**config.mk**
```make
export PLATFORM = sky130hd
export DESIGN_NAME = fir_tap_scheduler_flat
export DESIGN_NICKNAME = d
export VERILOG_FILES = /design/src/rtl/fir_ctrl_pkg.sv /design/src/rtl/fir_tap_scheduler_if.sv /design/src/rtl/fir_coeff_addr_gen.sv /design/src/rtl/fir_tap_scheduler.sv /design/src/flat_wrapper.sv
export SDC_FILE = /design/constraint.sdc
export NUM_CORES = 1
export LEC_CHECK = 0
export BUFFER_PORTS_ARGS = -buffer_cell sky130_fd_sc_hd__buf_2
export CORE_MARGIN = 4
export CORE_UTILIZATION = 55
export CTS_CLUSTER_DIAMETER = 150
export CTS_CLUSTER_SIZE = 16
export DETAILED_ROUTE_END_ITERATION = 12
export HOLD_SLACK_MARGIN = 0.05
export MAX_ROUTING_LAYER = met4
export PLACE_DENSITY_LB_ADDON = 0.15
export RECOVER_POWER = 50
export SLEW_MARGIN = 25
export SYNTH_ARGS = -nofsm -noshare
export SYNTH_HDL_FRONTEND = slang
export SYNTH_HIERARCHICAL = 1
export SYNTH_SLANG_ARGS = --single-unit
export TNS_END_PERCENT = 30
```
**constraint.sdc**
```tcl
create_clock -name iClk_12M -period 5.3 [get_ports iClk_12M]
set_clock_uncertainty 0.05 [all_clocks]
set_input_delay 1.59 -clock iClk_12M [delete_from_list [all_inputs] [get_ports iClk_12M]]
set_output_delay 1.59 -clock iClk_12M [all_outputs]
set_load 0.02 [all_outputs]
```
**src/rtl/fir_ctrl_pkg.sv**
```systemverilog
// Shared constants and state encoding for the FIR tap scheduler.
package fir_ctrl_pkg;

    localparam int unsigned NUM_BANK   = 4;
    localparam int unsigned BANK_DEPTH = 10;
    localparam int unsigned NUM_COEFF  = NUM_BANK * BANK_DEPTH;
    localparam int unsigned DATA_W     = 16;
    localparam int unsigned ADDR_W     = 4;
    localparam int unsigned SEL_W      = 4;

    typedef enum logic [2:0] {
        S_IDLE,
        S_LOAD,
        S_ARMED,
        S_SWEEP,
        S_DRAIN,
        S_ADD
    } state_t;

endpackage

```
**src/rtl/fir_tap_scheduler_if.sv**
```systemverilog
// Host coefficient stream, sample strobe and SRAM/MAC control bundle.
interface fir_tap_scheduler_if
    import fir_ctrl_pkg::*;
#(
    parameter int unsigned P_NUM_BANK = NUM_BANK,
    parameter int unsigned P_DATA_W   = DATA_W,
    parameter int unsigned P_ADDR_W   = ADDR_W
);

    logic                  iEnSample_300k;
    logic                  iCoeffUpdate;
    logic                  iCoeffValid;
    logic [P_DATA_W-1:0]   iCoeffData;
    logic                  oCoeffReady;
    logic [P_NUM_BANK-1:0] oCsnRam;
    logic [P_NUM_BANK-1:0] oWrnRam;
    logic [P_ADDR_W-1:0]   oAddrRam;
    logic [P_DATA_W-1:0]   oWrDtRam;
    logic [SEL_W-1:0]      oSel;
    logic                  oEnAcc;
    logic                  oEnAdd;
    logic                  oSumValid;
    logic                  oLoadDone;
    logic                  oBusy;
    logic                  oOverrun;

    modport master (
        output iEnSample_300k, iCoeffUpdate, iCoeffValid, iCoeffData,
        input  oCoeffReady, oCsnRam, oWrnRam, oAddrRam, oWrDtRam, oSel,
               oEnAcc, oEnAdd, oSumValid, oLoadDone, oBusy, oOverrun
    );

    modport slave (
        input  iEnSample_300k, iCoeffUpdate, iCoeffValid, iCoeffData,
        output oCoeffReady, oCsnRam, oWrnRam, oAddrRam, oWrDtRam, oSel,
               oEnAcc, oEnAdd, oSumValid, oLoadDone, oBusy, oOverrun
    );

endinterface

```
**src/rtl/fir_coeff_addr_gen.sv**
```systemverilog
// Nested bank/address counter for coefficient loading; terminal count
// replaces a divide-by-depth on the linear coefficient index.
module fir_coeff_addr_gen
    import fir_ctrl_pkg::*;
#(
    parameter int unsigned P_NUM_BANK   = NUM_BANK,
    parameter int unsigned P_BANK_DEPTH = BANK_DEPTH,
    parameter int unsigned P_ADDR_W     = ADDR_W,
    parameter int unsigned P_BANK_W     = 2
) (
    input  logic                clk,
    input  logic                rst_n,
    input  logic                clear,
    input  logic                advance,
    output logic [P_BANK_W-1:0] bank,
    output logic [P_ADDR_W-1:0] addr,
    output logic                last
);

    localparam logic [P_BANK_W-1:0] BANK_LAST = P_BANK_W'(P_NUM_BANK - 1);
    localparam logic [P_ADDR_W-1:0] ADDR_LAST = P_ADDR_W'(P_BANK_DEPTH - 1);

    logic addr_wrap;

    assign addr_wrap = (addr == ADDR_LAST);
    assign last      = addr_wrap && (bank == BANK_LAST);

    always_ff @(posedge clk or negedge rst_n) begin
        if (!rst_n) begin
            bank <= '0;
            addr <= '0;
        end else if (clear) begin
            bank <= '0;
            addr <= '0;
        end else if (advance) begin
            if (addr_wrap) begin
                addr <= '0;
                bank <= last ? '0 : bank + P_BANK_W'(1);
            end else begin
                addr <= addr + P_ADDR_W'(1);
            end
        end
    end

endmodule

```
**src/rtl/fir_tap_scheduler.sv**
```systemverilog
// Coefficient-load and tap-sweep sequencer for the 4-bank transposed FIR.
module fir_tap_scheduler
    import fir_ctrl_pkg::*;
#(
    parameter int unsigned P_NUM_BANK   = NUM_BANK,
    parameter int unsigned P_BANK_DEPTH = BANK_DEPTH,
    parameter int unsigned P_DATA_W     = DATA_W,
    parameter int unsigned P_ADDR_W     = ADDR_W
) (
    input logic                iClk_12M,
    input logic                iRsn,
    fir_tap_scheduler_if.slave bus
);

    localparam int unsigned BW = (P_NUM_BANK > 1) ? $clog2(P_NUM_BANK) : 1;
    localparam logic [P_ADDR_W-1:0] TAP_LAST = P_ADDR_W'(P_BANK_DEPTH - 1);

    state_t                state, state_next;
    logic [P_ADDR_W-1:0]   tap, tap_next;
    logic                  pending, overrun;
    logic                  xfer, enter_load, in_sweep;
    logic [BW-1:0]         coeff_bank;
    logic [P_ADDR_W-1:0]   coeff_addr;
    logic                  coeff_last;
    logic [P_NUM_BANK-1:0] bank_sel;

    logic                  ready, en_acc, en_add, sum_valid, load_done, busy;
    logic [P_NUM_BANK-1:0] csn, wrn;
    logic [P_ADDR_W-1:0]   addr_ram;
    logic [P_DATA_W-1:0]   wr_data;
    logic [SEL_W-1:0]      sel;

    assign xfer       = bus.iCoeffValid & ready;
    assign in_sweep   = state inside {S_SWEEP, S_DRAIN, S_ADD};
    assign enter_load = (state_next == S_LOAD) && (state != S_LOAD);

    fir_coeff_addr_gen #(
        .P_NUM_BANK  (P_NUM_BANK),
        .P_BANK_DEPTH(P_BANK_DEPTH),
        .P_ADDR_W    (P_ADDR_W),
        .P_BANK_W    (BW)
    ) u_addr_gen (
        .clk    (iClk_12M),
        .rst_n  (iRsn),
        .clear  (enter_load),
        .advance(xfer),
        .bank   (coeff_bank),
        .addr   (coeff_addr),
        .last   (coeff_last)
    );

    always_comb begin
        bank_sel             = '1;
        bank_sel[coeff_bank] = 1'b0;
    end

    always_ff @(posedge iClk_12M or negedge iRsn) begin
        if (!iRsn) state <= S_IDLE;
        else       state <= state_next;
    end

    // Update wins over a coincident strobe in ARMED; a latched update
    // diverts the end of a sweep straight into LOAD.
    always_comb begin
        state_next = state;
        tap_next   = '0;
        unique case (state)
            S_IDLE:  if (bus.iCoeffUpdate) state_next = S_LOAD;
            S_LOAD:  if (xfer && coeff_last) state_next = S_ARMED;
            S_ARMED: begin
                if (bus.iCoeffUpdate)        state_next = S_LOAD;
                else if (bus.iEnSample_300k) state_next = S_SWEEP;
            end
            S_SWEEP: begin
                if (tap == TAP_LAST) state_next = S_DRAIN;
                else                 tap_next   = tap + P_ADDR_W'(1);
            end
            S_DRAIN: state_next = S_ADD;
            S_ADD:   state_next = (pending || bus.iCoeffUpdate) ? S_LOAD : S_ARMED;
            default: state_next = S_IDLE;
        endcase
    end

    always_ff @(posedge iClk_12M or negedge iRsn) begin
        if (!iRsn) begin
            tap       <= '0;
            pending   <= 1'b0;
            overrun   <= 1'b0;
            ready     <= 1'b0;
            busy      <= 1'b0;
            load_done <= 1'b0;
            en_acc    <= 1'b0;
            en_add    <= 1'b0;
            sum_valid <= 1'b0;
            sel       <= '0;
            csn       <= '1;
            wrn       <= '1;
            addr_ram  <= '0;
            wr_data   <= '0;
        end else begin
            tap       <= tap_next;
            ready     <= (state_next == S_LOAD);
            busy      <= state_next inside {S_LOAD, S_SWEEP, S_DRAIN, S_ADD};
            load_done <= xfer & coeff_last;
            // Read data lags the address by one cycle, so select/acc trail SWEEP.
            en_acc    <= (state == S_SWEEP);
            sel       <= (state == S_SWEEP) ? SEL_W'(tap) : '0;
            en_add    <= (state_next == S_ADD);
            sum_valid <= (state == S_ADD);

            if (enter_load) begin
                pending <= 1'b0;
                overrun <= 1'b0;
            end else if (in_sweep) begin
                if (bus.iCoeffUpdate)   pending <= 1'b1;
                if (bus.iEnSample_300k) overrun <= 1'b1;
            end

            if (xfer) begin
                csn      <= bank_sel;
                wrn      <= bank_sel;
                addr_ram <= coeff_addr;
                wr_data  <= bus.iCoeffData;
            end else if (state_next == S_SWEEP) begin
                csn      <= '0;
                wrn      <= '1;
                addr_ram <= tap_next;
            end else begin
                csn      <= '1;
                wrn      <= '1;
                addr_ram <= '0;
            end
        end
    end

    assign bus.oCoeffReady = ready;
    assign bus.oCsnRam     = csn;
    assign bus.oWrnRam     = wrn;
    assign bus.oAddrRam    = addr_ram;
    assign bus.oWrDtRam    = wr_data;
    assign bus.oSel        = sel;
    assign bus.oEnAcc      = en_acc;
    assign bus.oEnAdd      = en_add;
    assign bus.oSumValid   = sum_valid;
    assign bus.oLoadDone   = load_done;
    assign bus.oBusy       = busy;
    assign bus.oOverrun    = overrun;

endmodule

```
**src/flat_wrapper.sv**
```systemverilog
// flat-port wrapper written by rule: the top's interface ports become plain ports
module fir_tap_scheduler_flat import fir_ctrl_pkg::*;
#(
    parameter int unsigned P_NUM_BANK   = NUM_BANK,
    parameter int unsigned P_BANK_DEPTH = BANK_DEPTH,
    parameter int unsigned P_DATA_W     = DATA_W,
    parameter int unsigned P_ADDR_W     = ADDR_W
)
  (iClk_12M, iRsn, bus_iEnSample_300k, bus_iCoeffUpdate, bus_iCoeffValid, bus_iCoeffData, bus_oCoeffReady, bus_oCsnRam, bus_oWrnRam, bus_oAddrRam, bus_oWrDtRam, bus_oSel, bus_oEnAcc, bus_oEnAdd, bus_oSumValid, bus_oLoadDone, bus_oBusy, bus_oOverrun);
  fir_tap_scheduler_if #(.P_NUM_BANK(P_NUM_BANK), .P_DATA_W(P_DATA_W), .P_ADDR_W(P_ADDR_W)) bus_i ();
  input logic iClk_12M;
  input logic iRsn;
  input wire logic [$bits(bus_i.iEnSample_300k)-1:0] bus_iEnSample_300k;
  input wire logic [$bits(bus_i.iCoeffUpdate)-1:0] bus_iCoeffUpdate;
  input wire logic [$bits(bus_i.iCoeffValid)-1:0] bus_iCoeffValid;
  input wire logic [$bits(bus_i.iCoeffData)-1:0] bus_iCoeffData;
  output wire logic [$bits(bus_i.oCoeffReady)-1:0] bus_oCoeffReady;
  output wire logic [$bits(bus_i.oCsnRam)-1:0] bus_oCsnRam;
  output wire logic [$bits(bus_i.oWrnRam)-1:0] bus_oWrnRam;
  output wire logic [$bits(bus_i.oAddrRam)-1:0] bus_oAddrRam;
  output wire logic [$bits(bus_i.oWrDtRam)-1:0] bus_oWrDtRam;
  output wire logic [$bits(bus_i.oSel)-1:0] bus_oSel;
  output wire logic [$bits(bus_i.oEnAcc)-1:0] bus_oEnAcc;
  output wire logic [$bits(bus_i.oEnAdd)-1:0] bus_oEnAdd;
  output wire logic [$bits(bus_i.oSumValid)-1:0] bus_oSumValid;
  output wire logic [$bits(bus_i.oLoadDone)-1:0] bus_oLoadDone;
  output wire logic [$bits(bus_i.oBusy)-1:0] bus_oBusy;
  output wire logic [$bits(bus_i.oOverrun)-1:0] bus_oOverrun;
  assign bus_i.iEnSample_300k = bus_iEnSample_300k;
  assign bus_i.iCoeffUpdate = bus_iCoeffUpdate;
  assign bus_i.iCoeffValid = bus_iCoeffValid;
  assign bus_i.iCoeffData = bus_iCoeffData;
  assign bus_oCoeffReady = bus_i.oCoeffReady;
  assign bus_oCsnRam = bus_i.oCsnRam;
  assign bus_oWrnRam = bus_i.oWrnRam;
  assign bus_oAddrRam = bus_i.oAddrRam;
  assign bus_oWrDtRam = bus_i.oWrDtRam;
  assign bus_oSel = bus_i.oSel;
  assign bus_oEnAcc = bus_i.oEnAcc;
  assign bus_oEnAdd = bus_i.oEnAdd;
  assign bus_oSumValid = bus_i.oSumValid;
  assign bus_oLoadDone = bus_i.oLoadDone;
  assign bus_oBusy = bus_i.oBusy;
  assign bus_oOverrun = bus_i.oOverrun;
  fir_tap_scheduler #(.P_NUM_BANK(P_NUM_BANK), .P_BANK_DEPTH(P_BANK_DEPTH), .P_DATA_W(P_DATA_W), .P_ADDR_W(P_ADDR_W)) u_core (.iClk_12M(iClk_12M), .iRsn(iRsn), .bus(bus_i));
endmodule
```
==> results of run 1 <==
-- path summary, 6_finish.rpt --
| kind | start | endpoint | slack [ns] | cells past startpoint |
|---|---|---|---|---|
| min | u_core/bus.oWrDtRam[13] | u_core/bus.oWrDtRam[13] | 0.43 | 2 |
| max reg2reg | u_core/state[0] | u_core/u_addr_gen/addr[2] | 2.91 | 7 |
| max | bus_iCoeffValid | u_core/u_addr_gen/bank[0] | 2.06 | 7 |
| min in group asynchronous | iRsn | u_core/bus.oWrDtRam[14] | 1.34 | 2 |
| max in group asynchronous | iRsn | u_core/state[2] | 3.43 | 2 |
| min reg2reg | u_core/bus.oWrDtRam[13] | u_core/bus.oWrDtRam[13] | 0.43 | 2 |
-- synthesized netlist by cell type (2+ instances only) --
| cell | n | share of area (%) |
|---|---|---|
| and3_1 | 2 | 0.56 |
| nand2_2 | 2 | 0.56 |
| a21o_1 | 2 | 0.67 |
| ha_1 | 5 | 2.8 |
| a21oi_1 | 12 | 2.7 |
| or2_1 | 2 | 0.56 |
| o21ai_1 | 4 | 0.90 |
| o21ai_0 | 6 | 1.3 |
| clkbuf_1 | 2 | 0.34 |
| nand3_1 | 2 | 0.45 |
| o31ai_2 | 2 | 1.1 |
| dfstp_2 | 8 | 9.4 |
| buf_6 | 2 | 1.0 |
| dfrtp_1 | 45 | 50 |
| nand3b_1 | 8 | 2.7 |
| o21a_1 | 2 | 0.67 |
| nand2b_1 | 2 | 0.56 |
| nor2_1 | 9 | 1.5 |
| a21oi_2 | 2 | 0.78 |
| inv_1 | 7 | 1.2 |
| o31ai_4 | 2 | 1.9 |
| or3_1 | 2 | 0.56 |
| nand2_1 | 58 | 9.7 |
| and2_1 | 4 | 1.1 |
-- state kept, by name, indices dropped and copies added, names as in the netlist --
signal / cells
u_core/bus.oAddrRam: 4
u_core/bus.oBusy: 1
u_core/bus.oCoeffReady: 1
u_core/bus.oCsnRam: 4
u_core/bus.oEnAcc: 1
u_core/bus.oEnAdd: 1
u_core/bus.oLoadDone: 1
u_core/bus.oOverrun: 1
u_core/bus.oSel: 4
u_core/bus.oSumValid: 1
u_core/bus.oWrDtRam: 16
u_core/bus.oWrnRam: 4
u_core/pending: 1
u_core/state: 3
u_core/tap: 4
u_core/u_addr_gen/addr: 4
u_core/u_addr_gen/bank: 2
-- layout make-up --
| type | count | area share, % |
|---|---|---|
| sequential | 53 | 50.2 |
| multi-input combinational | 141 | 30.4 |
| timing repair buffer | 61 | 11.6 |
| clock buffer | 7 | 3.24 |
| tap | 48 | 2.26 |
| inverter | 8 | 1.17 |
| clock inverter | 1 | 1.13 |
-- worst min-delay path: stages, from the launching register on --
cell     delay, ns
dfrtp_1       0.35
nand2_1       0.05
nand2_1       0.05
-- layer usage --
metal / vias to the layer above / GRT usage (%)
met2: 52 / 27.8
met4: 0 / 6.89
li1: 817 / -
met1: 768 / 22.6
met5: - / -
met3: 7 / 3.79
-- cell families after synthesis --
kind of cell | after synthesis | synth area share (%)
fa+ha+maj | 5 | 2.80
compound gates | 36 | 11.7
flops | 53 | 59.8
buf+inv | 14 | 3.13
simple gates | 97 | 21.4
xor+xnor | 2 | 0.784
mux | 1 | 0.448
-- power groups by stage --
stage / combinational (mW) / clock (mW) / sequential [mW]
CTS: 0.281 / 0.282 / 0.536
floorplan: 0.135 / 0 / 0.592
global route: 0.306 / 0.301 / 0.548
detailed placement: 0.280 / 0 / 0.543
finish: 0.276 / 0.277 / 0.536
global placement: 0.273 / 0 / 0.544
-- cells in the final DEF, fill, tap and decap left out, types with 3 or more instances in the layout --
cell,netlist,layout
dfstp_2,8,8
nor2_1,9,9
ha_1,5,5
nand2_1,58,59
o21ai_0,6,7
dfrtp_1,45,45
inv_1,7,7
buf_2,1,58
clkbuf_8,0,6
o21ai_1,4,3
a21oi_1,12,12
nand3b_1,8,8
==> results by group, run 1 <==
Drt
  – Metal2 WL: 1880 um
  – Met1 WL: around 2000 um
  – DRT Pass-1 Iters: 4
  – DR iter-0 viols: 87
  – Post-route DRC violation count: 0
  – DR vias/cell: ~5
  – Met3 Wirelength: 291 um
  – Antenna-violating nets left: 0
  – Via count: 1644
  – DR WL/cell: 13.3 um
  – Final WL: 4250 um
  – Top sig layer: met4

Die
  – Chip height: 71.8 um
  – Die ar.: 5150 sq um
  – Core box area: about 3800 sq um
  – Die Width: 71.8 um
  – Row Count: 22
  – Initial cell density of the core: 58.9%
  – Ports: 60

Timing
  – Slew Limit Fails: 0
  – Tmin final: 3.24 ns
  – Final WS setup: slightly above 2 ns
  – RSZ-0062 raised after global routing: no
  – Fin crit share: 61.2%
  – Peak Freq: 308 MHz
  – Final Hold Viols: 0
  – Setup Viol. Count Final: 0
  – Setup_tns: 0 ns
  – Rel. slew slack: ~58%
  – Worst-Margin Slew: between 0.6 and 0.7 ns
  – Hold WS: between 0.4 and 0.5 ns

Global routing
  – Antenna violations before repair: 0
  – GRT Util Overall: 17.7%
  – Vias in the first global route: 1603
  – Largest net degree at the start of global routing: 54
  – First-pass GRT wire length: 6990 um
  – Grt ovf: 0

CTS
  – CTS tree: built
  – Num Clock Sinks: 53
  – Total CTS buffers: 5
  – Hold-fix buffers, CTS: 0
  – Total setup buffers inserted after CTS: 0
  – Clk_lat worst skew: 0.30 ns
  – Root Buffer: clkbuf_8
  – Max Root-Sink Buffers: 2
  – H-tree levels: 2
  – Reg clk slew, reported paths: 0.09 ns
  – Post-cts gate resize count: 0

Worst setup path
  – Crit-path cells: clkbuf_1 > nand2_1 > inv_1 > buf_4 > nand4b_2 > or3_1 > a21oi_2
  – Top Family by Delay on Critical Path: simple AND/OR/NAND/NOR gates
  – CP Max Fanout: 33
  – Crit path kind: in -> reg
  – CP bufs+invs: 3
  – Slowest stage delay, CP: 0.39 ns
  – Nature of the critical path endpoint: flop
  – Slowest CP cell: buf_4
  – Worst path required time: around 5.5 ns
  – Worst path arrival time: ~3.4 ns
  – CP startpoint kind: input pin

Power and ir drop
  – Sw frac: 31.9%
  – Worst VDD drop: 0.300 mV
  – Power per cell area: 409 nW/um^2
  – Psw: about 0.35 mW
  – Power, Total: ~1.1 mW
  – Reg power frac: 49.2%
  – Clock power share: 25.4%
  – Combinational fraction of design power: 25.3%
  – Cell Int Power: roughly 0.74 mW
  – Static Leakage: about 1.4 nW

Cells and area
  – Inserted Diodes: 0
  – Fraction of layout cells with a size suffix above 1: 31.0%
  – Layout Nets: 296
  – FILL cells: a little under 300
  – Util after Layout: 70.1%
  – Fin cells: 319
  – Design Area, Final: 2660 sq um
  – Area of the multi-input gates: ~810 sq um
  – Register area: 1340 sq um
  – Layout area overhead: 19.1%

Yosys
  – Seq cells post-synth: 53
  – Syn_nets: roughly 230
  – Gate Count Post-Synth: 208
  – Post-synth cell types: 40
  – Dominant synthesized flop cell: dfrtp_1
  – Ys Warns: 6
  – Avg Cell Area, Syn: between 10 and 15 sq um
  – Netlist Area Pre-Place: 2240 sq um
  – Seq/Total Area, Yosys: 59.8%
  – Async S/R FF share, synth: 100%
  – EDFF count, synth: 0

Place
  – Setup slack at placement: approximately 1.8 ns
  – Placed inst area: 2570 sq um
  – DP Wirelength: 2980 um
  – Final RePlAce weighted congestion: 0.824
  – Placed cells: 311
  – Port Buffers: 59

Outcome
  – Status: complete, no violations

Min path
  – Min-Delay Path Class: reg -> reg

Run
  – Max-Cap Viols: 0
Power figures use the tool's default switching activity.
==> run 2: changes to the inputs <==
CORE_UTILIZATION = 52   (was 55)
clock period = 3.2 ns   (was 5.3 ns; I/O delays follow)
==> run 2 against run 1 <==
Against the previous run: clock power increased by 35%; combinational power increased by 66%; register-to-register slack got worse by 2.1 ns; setup slack got worse by 1.3 ns; cell area decreased by 0.52%; die area increased by 5.1%; routed wire length increased by 2.1%; worst hold slack got worse by 0.00059 ns; global-route usage increased by 0.14 points; critical path type is now reg -> reg.
==> results by group, run 2 (synthesized netlist as in run 1, its figures left out) <==
Timing
  – Rel. slew slack: 16.9%
  – Setup_tns: 0 ns
  – Final Hold Viols: 0
  – Peak Freq: 415 MHz
  – Setup Viol. Count Final: 0
  – RSZ-0062 raised after global routing: no
  – Tmin final: 2.41 ns
  – Slew Limit Fails: 0
  – Fin crit share: roughly three quarters
  – Worst-Margin Slew: 1.25 ns

Place
  – DP Wirelength: slightly below 3000 um
  – Port Buffers: 59
  – Final RePlAce weighted congestion: a little under 0.8
  – Placed inst area: 2580 sq um

Outcome
  – Status: complete, no violations

CTS
  – Hold-fix buffers, CTS: 0
  – Root Buffer: clkbuf_8
  – Clk_lat worst skew: 0.30 ns
  – Reg clk slew, reported paths: 0.09 ns
  – Max Root-Sink Buffers: 2
  – Total setup buffers inserted after CTS: 0
  – H-tree levels: 2
  – Post-cts gate resize count: 0
  – Num Clock Sinks: 53
  – Total CTS buffers: 5
  – CTS tree: built

Global routing
  – GRT Util Overall: between 10% and 20%
  – Largest net degree at the start of global routing: 54
  – Grt ovf: 0
  – Vias in the first global route: 1590
  – First-pass GRT wire length: 7200 um
  – Antenna violations before repair: 0

Die
  – Ports: 60
  – Initial cell density of the core: 54.7%
  – Die ar.: 5410 sq um
  – Core box area: 4090 sq um
  – Die Width: 73.6 um
  – Row Count: 23
  – Chip height: ~74 um

Min path
  – Min-Delay Path Class: reg -> reg

Worst setup path
  – Worst path arrival time: between 2 and 3 ns
  – Nature of the critical path endpoint: flop
  – Slowest stage delay, CP: 0.53 ns
  – Worst path required time: 3.38 ns
  – Slowest CP cell: nand2_1
  – Crit-path cells: nor2b_1 > nand2_2 > clkinvlp_2 > nand2_1 > o211ai_1 > and2_1 > a21oi_1
  – Crit path kind: reg -> reg
  – CP Max Fanout: 14
  – CP startpoint kind: flop

Cells and area
  – Max reg flops: 16
  – Commonest cells after routing, fill and taps aside: nand2_1, buf_2, dfrtp_1
  – FILL cells: 334
  – Layout area overhead: 18.5%
  – Fraction of layout cells with a size suffix above 1: between 30% and 40%
  – Design Area, Final: between 2000 and 3000 sq um
  – Inserted Diodes: 0
  – Util after Layout: 64.8%
  – Commonest non-fill, non-tap cell in the layout: nand2_1
  – Layout Nets: between 200 and 300

Drt
  – DR WL/cell: 13.5 um
  – Antenna-violating nets left: 0
  – DR iter-0 viols: a little under 80
  – Via count: 1646
  – DRT Pass-1 Iters: 4
  – DR vias/cell: 5.11
  – Post-route DRC violation count: 0
  – Final WL: between 4000 and 5000 um

Power and ir drop
  – Sw frac: between 30% and 40%
  – Combinational fraction of design power: a little over a quarter
  – Power, Total: around 1.7 mW
  – Power per cell area: roughly 650 nW/um^2
  – Psw: 0.591 mW
  – Cell Int Power: 1.13 mW
  – Clock power share: 21.6%
  – Reg power frac: between 50% and 60%
  – Worst VDD drop: 0.341 mV
  – Static Leakage: 1.37 nW

Run
  – Max-Cap Viols: 0
==> run 2: metrics by stage <==
stage / std cells / setup WS (ns) / hold WS [ns]
after global routing: 322 / 0.528 / 0.466
final: 322 / 0.791 / 0.428
after detailed placement: 314 / 0.790 / 0.411
after CTS: 322 / 1.02 / 0.435
after floorplan: 208 / 0.815 / 0.439
after global placement: 314 / 0.838 / 0.402
==> run 2: power by group through the flow <==
stage          registers, mW  logic [mW]  clock network [mW]
2_1_floorplan          0.981       0.224                   0
3_3_place_gp           0.903       0.455                   0
3_5_place_dp           0.901       0.464                   0
4_1_cts                0.891       0.466               0.389
5_1_grt                0.912       0.507               0.419
6_report               0.891       0.458               0.373
==> run 2: layout make-up <==
class                   count  area (sq um)  area share [%]
repair buffers             62           314            11.9
multi-input cells         141           815            30.8
well taps                  50          62.6            2.36
flip-flops and latches     53          1340            50.4
clock inverters             3          21.3           0.803
clock buffers               5          68.8            2.60
inverters                   8          31.3            1.18
==> run 2: layer usage <==
metal	vias to the layer above	part of all wire, %	global-route usage, %
met5	-	0	-
met4	0	0.51	5.43
met3	2	7.8	4.51
met2	55	46	27.3
met1	776	46	23.7
li1	813	-	-
==> run 2: final timing paths <==
path | from | endpoint | slack (ns) | depth (start not counted)
max in group asynchronous | iRsn | u_core/u_addr_gen/bank[1] | 1.41 | 2
min reg2reg | u_core/bus.oWrDtRam[12] | u_core/bus.oWrDtRam[12] | 0.43 | 2
min in group asynchronous | iRsn | u_core/bus.oWrDtRam[6] | 0.95 | 2
max | u_core/state[0] | u_core/u_addr_gen/addr[2] | 0.79 | 7
min | u_core/bus.oWrDtRam[12] | u_core/bus.oWrDtRam[12] | 0.43 | 2
max reg2reg | u_core/state[0] | u_core/u_addr_gen/addr[2] | 0.79 | 7
==> run 2: worst max-delay path, delay by kind of cell (launching register included) <==
family / cells / cell delay (ns)
AND/OR/NAND/NOR: 4 / 1.15
AO/OA/AOI/OAI: 2 / 0.47
flip-flops: 1 / 0.45
buffers and inverters: 1 / 0.21
